File: config.mk
export PLATFORM = sky130hd
export DESIGN_NAME = mont_enter_flat
export DESIGN_NICKNAME = d
export VERILOG_FILES = /design/src/rtl/mont_enter_pkg.sv /design/src/rtl/mont_enter_if.sv /design/src/rtl/mont_enter_dbl_step.sv /design/src/rtl/mont_enter.sv /design/src/flat_wrapper.sv
export SDC_FILE = /design/constraint.sdc
export NUM_CORES = 1
export LEC_CHECK = 0
export BUFFER_PORTS_ARGS = -buffer_cell sky130_fd_sc_hd__buf_2
export CAP_MARGIN = 40
export CELL_PAD_IN_SITES_DETAIL_PLACEMENT = 2
export CELL_PAD_IN_SITES_GLOBAL_PLACEMENT = 2
export CORE_MARGIN = 8
export CORE_UTILIZATION = 37
export DETAILED_ROUTE_END_ITERATION = 8
export GPL_TIMING_DRIVEN = 0
export PLACE_DENSITY = 0.92
export SYNTH_ARGS = -nofsm -noshare
export SYNTH_HDL_FRONTEND = slang
export SYNTH_HIERARCHICAL = 1
export SYNTH_SLANG_ARGS = --single-unit
File: constraint.sdc
create_clock -name clk -period 7.4 [get_ports clk]
set_input_delay 0.37 -clock clk [delete_from_list [all_inputs] [get_ports clk]]
set_output_delay 0.37 -clock clk [all_outputs]
set_load 0.005 [all_outputs]
File: src/rtl/mont_enter_pkg.sv
// Shared constants and state encoding for the Montgomery-domain entry engine.
// Modulus, R = 2^65 and the derived residues used by the modexp datapath.
package mont_enter_pkg;

  localparam int W      = 65;
  localparam int R_LOG2 = 65;
  localparam int CNT_W  = $clog2(R_LOG2);

  localparam logic [W-1:0] N        = 65'd21536215303153667899;
  localparam logic [W-1:0] R_MOD_N  = 65'd15357272844265435333;
  localparam logic [W-1:0] R2_MOD_N = 65'd15661607970342841481;

  localparam logic [CNT_W-1:0] CNT_LAST = CNT_W'(R_LOG2 - 1);

  typedef enum logic [1:0] {
    IDLE = 2'd0,
    NORM = 2'd1,
    DBL  = 2'd2,
    DONE = 2'd3
  } state_e;

endpackage

File: src/rtl/mont_enter_if.sv
// Operand/result handshake bundle between the modexp sequencer and mont_enter.
interface mont_enter_if;
  import mont_enter_pkg::*;

  logic         in_valid;
  logic         in_ready;
  logic [W-1:0] a;
  logic         out_valid;
  logic         out_ready;
  logic [W-1:0] x;
  logic         busy;

  modport slave (
    input  in_valid, a, out_ready,
    output in_ready, out_valid, x, busy
  );

  modport master (
    output in_valid, a, out_ready,
    input  in_ready, out_valid, x, busy
  );

endinterface

File: src/rtl/mont_enter_dbl_step.sv
// One modular doubling step: out = (dbl_en ? 2*acc : acc) mod N.
// With dbl_en low it performs the single conditional subtract used to normalise a raw operand.
module mod_dbl_step
  import mont_enter_pkg::*;
(
  input  logic [W-1:0] acc,
  input  logic         dbl_en,
  output logic [W-1:0] out
);

  localparam logic [W:0] N_EXT = {1'b0, N};

  logic [W:0] t;

  // Input is always < 2N, so one subtraction lands in [0, N).
  always_comb begin
    t = dbl_en ? {acc, 1'b0} : {1'b0, acc};
    if (t >= N_EXT) begin
      out = W'(t - N_EXT);
    end else begin
      out = t[W-1:0];
    end
  end

endmodule

File: src/rtl/mont_enter.sv
// Montgomery-domain entry: x = a * 2^65 mod N by 65 sequential doubling-mod steps.
//   state | meaning
//   IDLE  | waiting for an operand, in_ready high
//   NORM  | reduce raw operand below N once
//   DBL   | one modular doubling per cycle, cnt counts steps
//   DONE  | result held on x with out_valid until accepted
module mont_enter
  import mont_enter_pkg::*;
(
  input  logic         clk,
  input  logic         rst_n,
  mont_enter_if.slave  bus
);

  state_e             state_q, state_d;
  logic [W-1:0]       acc_q, acc_d;
  logic [W-1:0]       x_q, x_d;
  logic [CNT_W-1:0]   cnt_q, cnt_d;
  logic               out_valid_q, out_valid_d;
  logic               busy_q, busy_d;
  logic [W-1:0]       step_out;

  mod_dbl_step u_step (
    .acc    (acc_q),
    .dbl_en (state_q == DBL),
    .out    (step_out)
  );

  always_comb begin
    state_d     = state_q;
    acc_d       = acc_q;
    x_d         = x_q;
    cnt_d       = cnt_q;
    out_valid_d = out_valid_q;
    busy_d      = busy_q;
    case (state_q)
      IDLE: begin
        if (bus.in_valid) begin
          acc_d   = bus.a;
          state_d = NORM;
          busy_d  = 1'b1;
        end
      end
      NORM: begin
        acc_d   = step_out;
        cnt_d   = '0;
        state_d = DBL;
      end
      DBL: begin
        acc_d = step_out;
        cnt_d = cnt_q + 1'b1;
        if (cnt_q == CNT_LAST) begin
          x_d         = step_out;
          out_valid_d = 1'b1;
          state_d     = DONE;
        end
      end
      DONE: begin
        if (bus.out_ready) begin
          out_valid_d = 1'b0;
          busy_d      = 1'b0;
          state_d     = IDLE;
        end
      end
      default: begin
        out_valid_d = 1'b0;
        busy_d      = 1'b0;
        state_d     = IDLE;
      end
    endcase
  end

  always_ff @(posedge clk or negedge rst_n) begin
    if (!rst_n) begin
      state_q     <= IDLE;
      acc_q       <= '0;
      x_q         <= '0;
      cnt_q       <= '0;
      out_valid_q <= 1'b0;
      busy_q      <= 1'b0;
    end else begin
      state_q     <= state_d;
      acc_q       <= acc_d;
      x_q         <= x_d;
      cnt_q       <= cnt_d;
      out_valid_q <= out_valid_d;
      busy_q      <= busy_d;
    end
  end

  assign bus.in_ready  = (state_q == IDLE);
  assign bus.out_valid = out_valid_q;
  assign bus.x         = x_q;
  assign bus.busy      = busy_q;

endmodule

File: src/flat_wrapper.sv
// flat-port wrapper written by rule: the top's interface ports become plain ports
module mont_enter_flat import mont_enter_pkg::*;
  (clk, rst_n, bus_in_valid, bus_a, bus_out_ready, bus_in_ready, bus_out_valid, bus_x, bus_busy);
  mont_enter_if bus_i ();
  input  logic clk;
  input  logic rst_n;
  input wire logic [$bits(bus_i.in_valid)-1:0] bus_in_valid;
  input wire logic [$bits(bus_i.a)-1:0] bus_a;
  input wire logic [$bits(bus_i.out_ready)-1:0] bus_out_ready;
  output wire logic [$bits(bus_i.in_ready)-1:0] bus_in_ready;
  output wire logic [$bits(bus_i.out_valid)-1:0] bus_out_valid;
  output wire logic [$bits(bus_i.x)-1:0] bus_x;
  output wire logic [$bits(bus_i.busy)-1:0] bus_busy;
  assign bus_i.in_valid = bus_in_valid;
  assign bus_i.a = bus_a;
  assign bus_i.out_ready = bus_out_ready;
  assign bus_in_ready = bus_i.in_ready;
  assign bus_out_valid = bus_i.out_valid;
  assign bus_x = bus_i.x;
  assign bus_busy = bus_i.busy;
  mont_enter u_core (.clk(clk), .rst_n(rst_n), .bus(bus_i));
endmodule
==> impl_results.md <==
- Run status: complete, no violations
- Syn avg cell area: 9.038 µm²
- Routability cong.: 0.9086
- Synth Net Count: 1256
- Clk_lat worst skew: 460 ps
- CTS root buffer: clkbuf_16
- Routed WL per cell: 26.86 µm
- Crit path max fanout: 28
- Sequential group share of total power: 19.0%
- Final non-filler cell total: 1740
- Worst Hold Class: input port to flop
- Pint: 3.086 mW
- Synth top area cells: dfrtp_1 (33%), mux2i_1 (9.1%), mux2_4 (5.5%)
- Commonest register cell after synthesis: dfrtp_1
- P_leak: 5.698 nW
- Initial antenna violation count: 0
- Crit-path slowest cell: o211ai_1
- Busiest grt layer: met2
- All-Layer GR Usage: 27.35%
- Number of buffers added on ports: 136
- Initial DRC Count: 648
- Avg Vias per Cell: 6.133
- Layout cell share with drive strength beyond 1: 21.33%
- Post-synth top area cell: dfrtp_1
- Die Width: 185.9 µm
- Max Cap Viol: 0
- FF+latch area: 3528 µm²
- Pre-antenna DRT Iters: 5
- Yosys warnings: 6
- Switching power: 3.708 mW
- Placed Area: 11920 µm²
- Clk buf depth: 2
- Worst-path clk slew: 60 ps
- Number of synthesized register bits: 141
- Largest net degree at the start of global routing: 72
- Fin Setup TNS: 0 ps
- Num CTS Buffers: 17
- Post-synth top area share: 33.06%
- Clock Sinks: 141
- R2R Path Start: u_core/state_q[0]
- Peak supply drop: 0.2298 mV
- Vias in the first global route: 12070
- Clk pwr share: 13.7%
- Area Growth Syn to Fin: 17.74%
- Comb power frac: 67.3%
- Total number of vias: 10670
- Met3 usage in global routing: 4.041%
- PD cells: 540.7 nW/µm²
- FFs w/ async S/R, synth: 100.0%
- Switching Fraction: 54.58%
- Number of synthesized flops with an enable pin: 0
- Die Y: 185.9 µm
- CP arrival: 7380 ps
- Fmax: 0.1427 GHz
- Grt met2 use: 48.60%
- WHS: 207.7 ps
- TritonCTS clock tree: yes
- Largest stage delay, worst path: 440 ps
- WL final: 46.74 mm
- I/O pin cnt: 137
- RSZ-0062 raised after global routing: false
- Multi-input logic area: 6583 µm²
- Crit-path cells: inv_1 > ha_1 > buf_6 > buf_4 > buf_6 > buf_6 > buf_6 > buf_2 > buf_2 > mux2_2 > ha_1 > o21ai_0 > a211oi_1 > o211ai_1 > a211oi_2 > o31ai_4 > and2_1 > buf_6 > buf_2 > buf_2 > a21oi_1 > xnor2_2 > mux2i_1 > o21ai_0
- Die area: 34540 µm²
- Crit start category: flop
- Post-route ant nets: 0
- Endpoints failing setup: 0
- Hold path startpoint: bus_a[21]
- Initial Util: 37.39%
- GR Util met1: 32.73%
- Fillers: 3190
- Hold Violations, Final: 0
- Worst slew pin tran: 900.1 ps
- Congestion Overflow GR: 0
- Final instance area: 12570 µm²
- Sequential area share after synthesis: 33.06%
- Min cycle time layout: 7008 ps
- Critical Path End Type: flop
- Global-route wire length before repair: 72.14 mm
- Placed Cells: 1706
- Critical Path Start: u_core/state_q[0]
- Htree depth: 4
- Core Footprint: 28550 µm²
- Pins Over Slew Limit: 0
- DRC viols: 0
- Clock Skew: 13.85 ps
- Most frequent cell on the critical path: buf_6
- Worst Path Class, Setup: flop to flop
- Worst EP required: 7770 ps
- Hpwl dp: 34.43 mm
- Syn Std Cell Area: 10670 µm²
- Final worst-path cycle share: 94.70%
- Core Rows: 62
- Final Total Pwr: 6.795 mW
- Layout net count: 1417
- Cells after synthesis: 1181
- Slew headroom: 39.58%
- Yosys cell types: 81
[stage by stage]
step,setup WS [ps],util (%)
floorplan,2104,-
detailed placement,-855.8,41.76
global placement,-556.3,41.46
global route,311.4,44.01
finish,392.3,44.02
CTS,77.25,43.97
[Yosys cell counts (19+ instances only)]
master	count
dfrtp_1	141
nand2_1	138
o21ai_0	106
mux2i_1	97
clkbuf_1	57
nor2_1	50
a21oi_1	49
xnor2_1	43
mux2_4	39
inv_1	26
mux2_2	26
nor2b_1	21
a211oi_1	19
nand3_1	19
xor2_1	19
[per-layer routing]
metal	part of all wire [%]	wire length, µm
met1	41	19240
met2	51	23990
met3	4.8	2226
met4	2.8	1287
met5	0	0
[registers in the layout (all words and copies together) (netlist names)]
signal,count
u_core/state_q,2
u_core/acc_q,65
u_core/bus.out_valid,1
u_core/bus.x,65
u_core/bus.busy,1
u_core/cnt_q,7
[power by group through the flow]
stage,combinational (mW),sequential [mW],clock (mW)
floorplan,2.95,1.17,0
global placement,4.11,1.27,0
detailed placement,4.41,1.29,0
CTS,4.51,1.28,0.950
global route,4.85,1.32,0.973
finish,4.57,1.29,0.929
[cell type report]
class	count	area share (%)
Clock buffer	26	4.052
Antenna cell	1	0.01991
Timing Repair Buffer	144	6.302
Inverter	27	0.8064
Buffer	92	3.704
Multi-Input combinational cell	919	52.38
Sequential cell	141	28.08
Clock inverter	6	0.8363
Tap cell	384	3.823
[worst paths after layout]
check / to / slack (ps) / cells after the start
min reg2reg: u_core/acc_q[18] / 490 / 2
max reg2reg: u_core/acc_q[64] / 390 / 24
min: u_core/acc_q[21] / 210 / 3
max: u_core/acc_q[64] / 390 / 24
max in group asynchronous: u_core/cnt_q[6] / 6100 / 3
min in group asynchronous: u_core/bus.x[0] / 500 / 2
[cell usage in the layout, fill, tap and decap left out, drive strengths merged, types with 43 or more instances in the layout]
master and instances:
mux2i 97, o21ai 110, a21oi 49, clkbuf 83, mux2 70, buf 178, nor2 50, dfrtp 141
nand2 138, xnor2 43
[what timing repair did]
item	CTS	global route
resized for setup	3	4
pin swaps	0	1
buffers inserted	0	2
setup endpoints to repair	127	24
hold buffers	1	0
endpoints found under the hold margin	70	0
[critical path, delay by kind of cell (launching register included)]
family	cells	cell delay, ps
XOR/XNOR	1	430
flip-flops	1	400
AND/OR/NAND/NOR	1	190
buffers and inverters	11	2870
multiplexers	2	580
adder cells (fa/ha/maj)	2	570
AO/OA/AOI/OAI	7	1840
[kinds of logic (layout without fill, tap and decap cells)]
family / count (synthesis) / count (layout) / synth area share, %
and+or+nand+nor: 376 / 376 / 18.91
muxes: 167 / 167 / 17.85
other: 0 / 1 / 0
xor gates and xnor gates: 62 / 62 / 5.087
adders and majority gates: 6 / 6 / 0.7033
DFF: 141 / 141 / 33.06
AOI/OAI and AO/OA: 308 / 308 / 19.05
buffers and inverters: 121 / 295 / 5.345
Power figures use the tool's default switching activity.
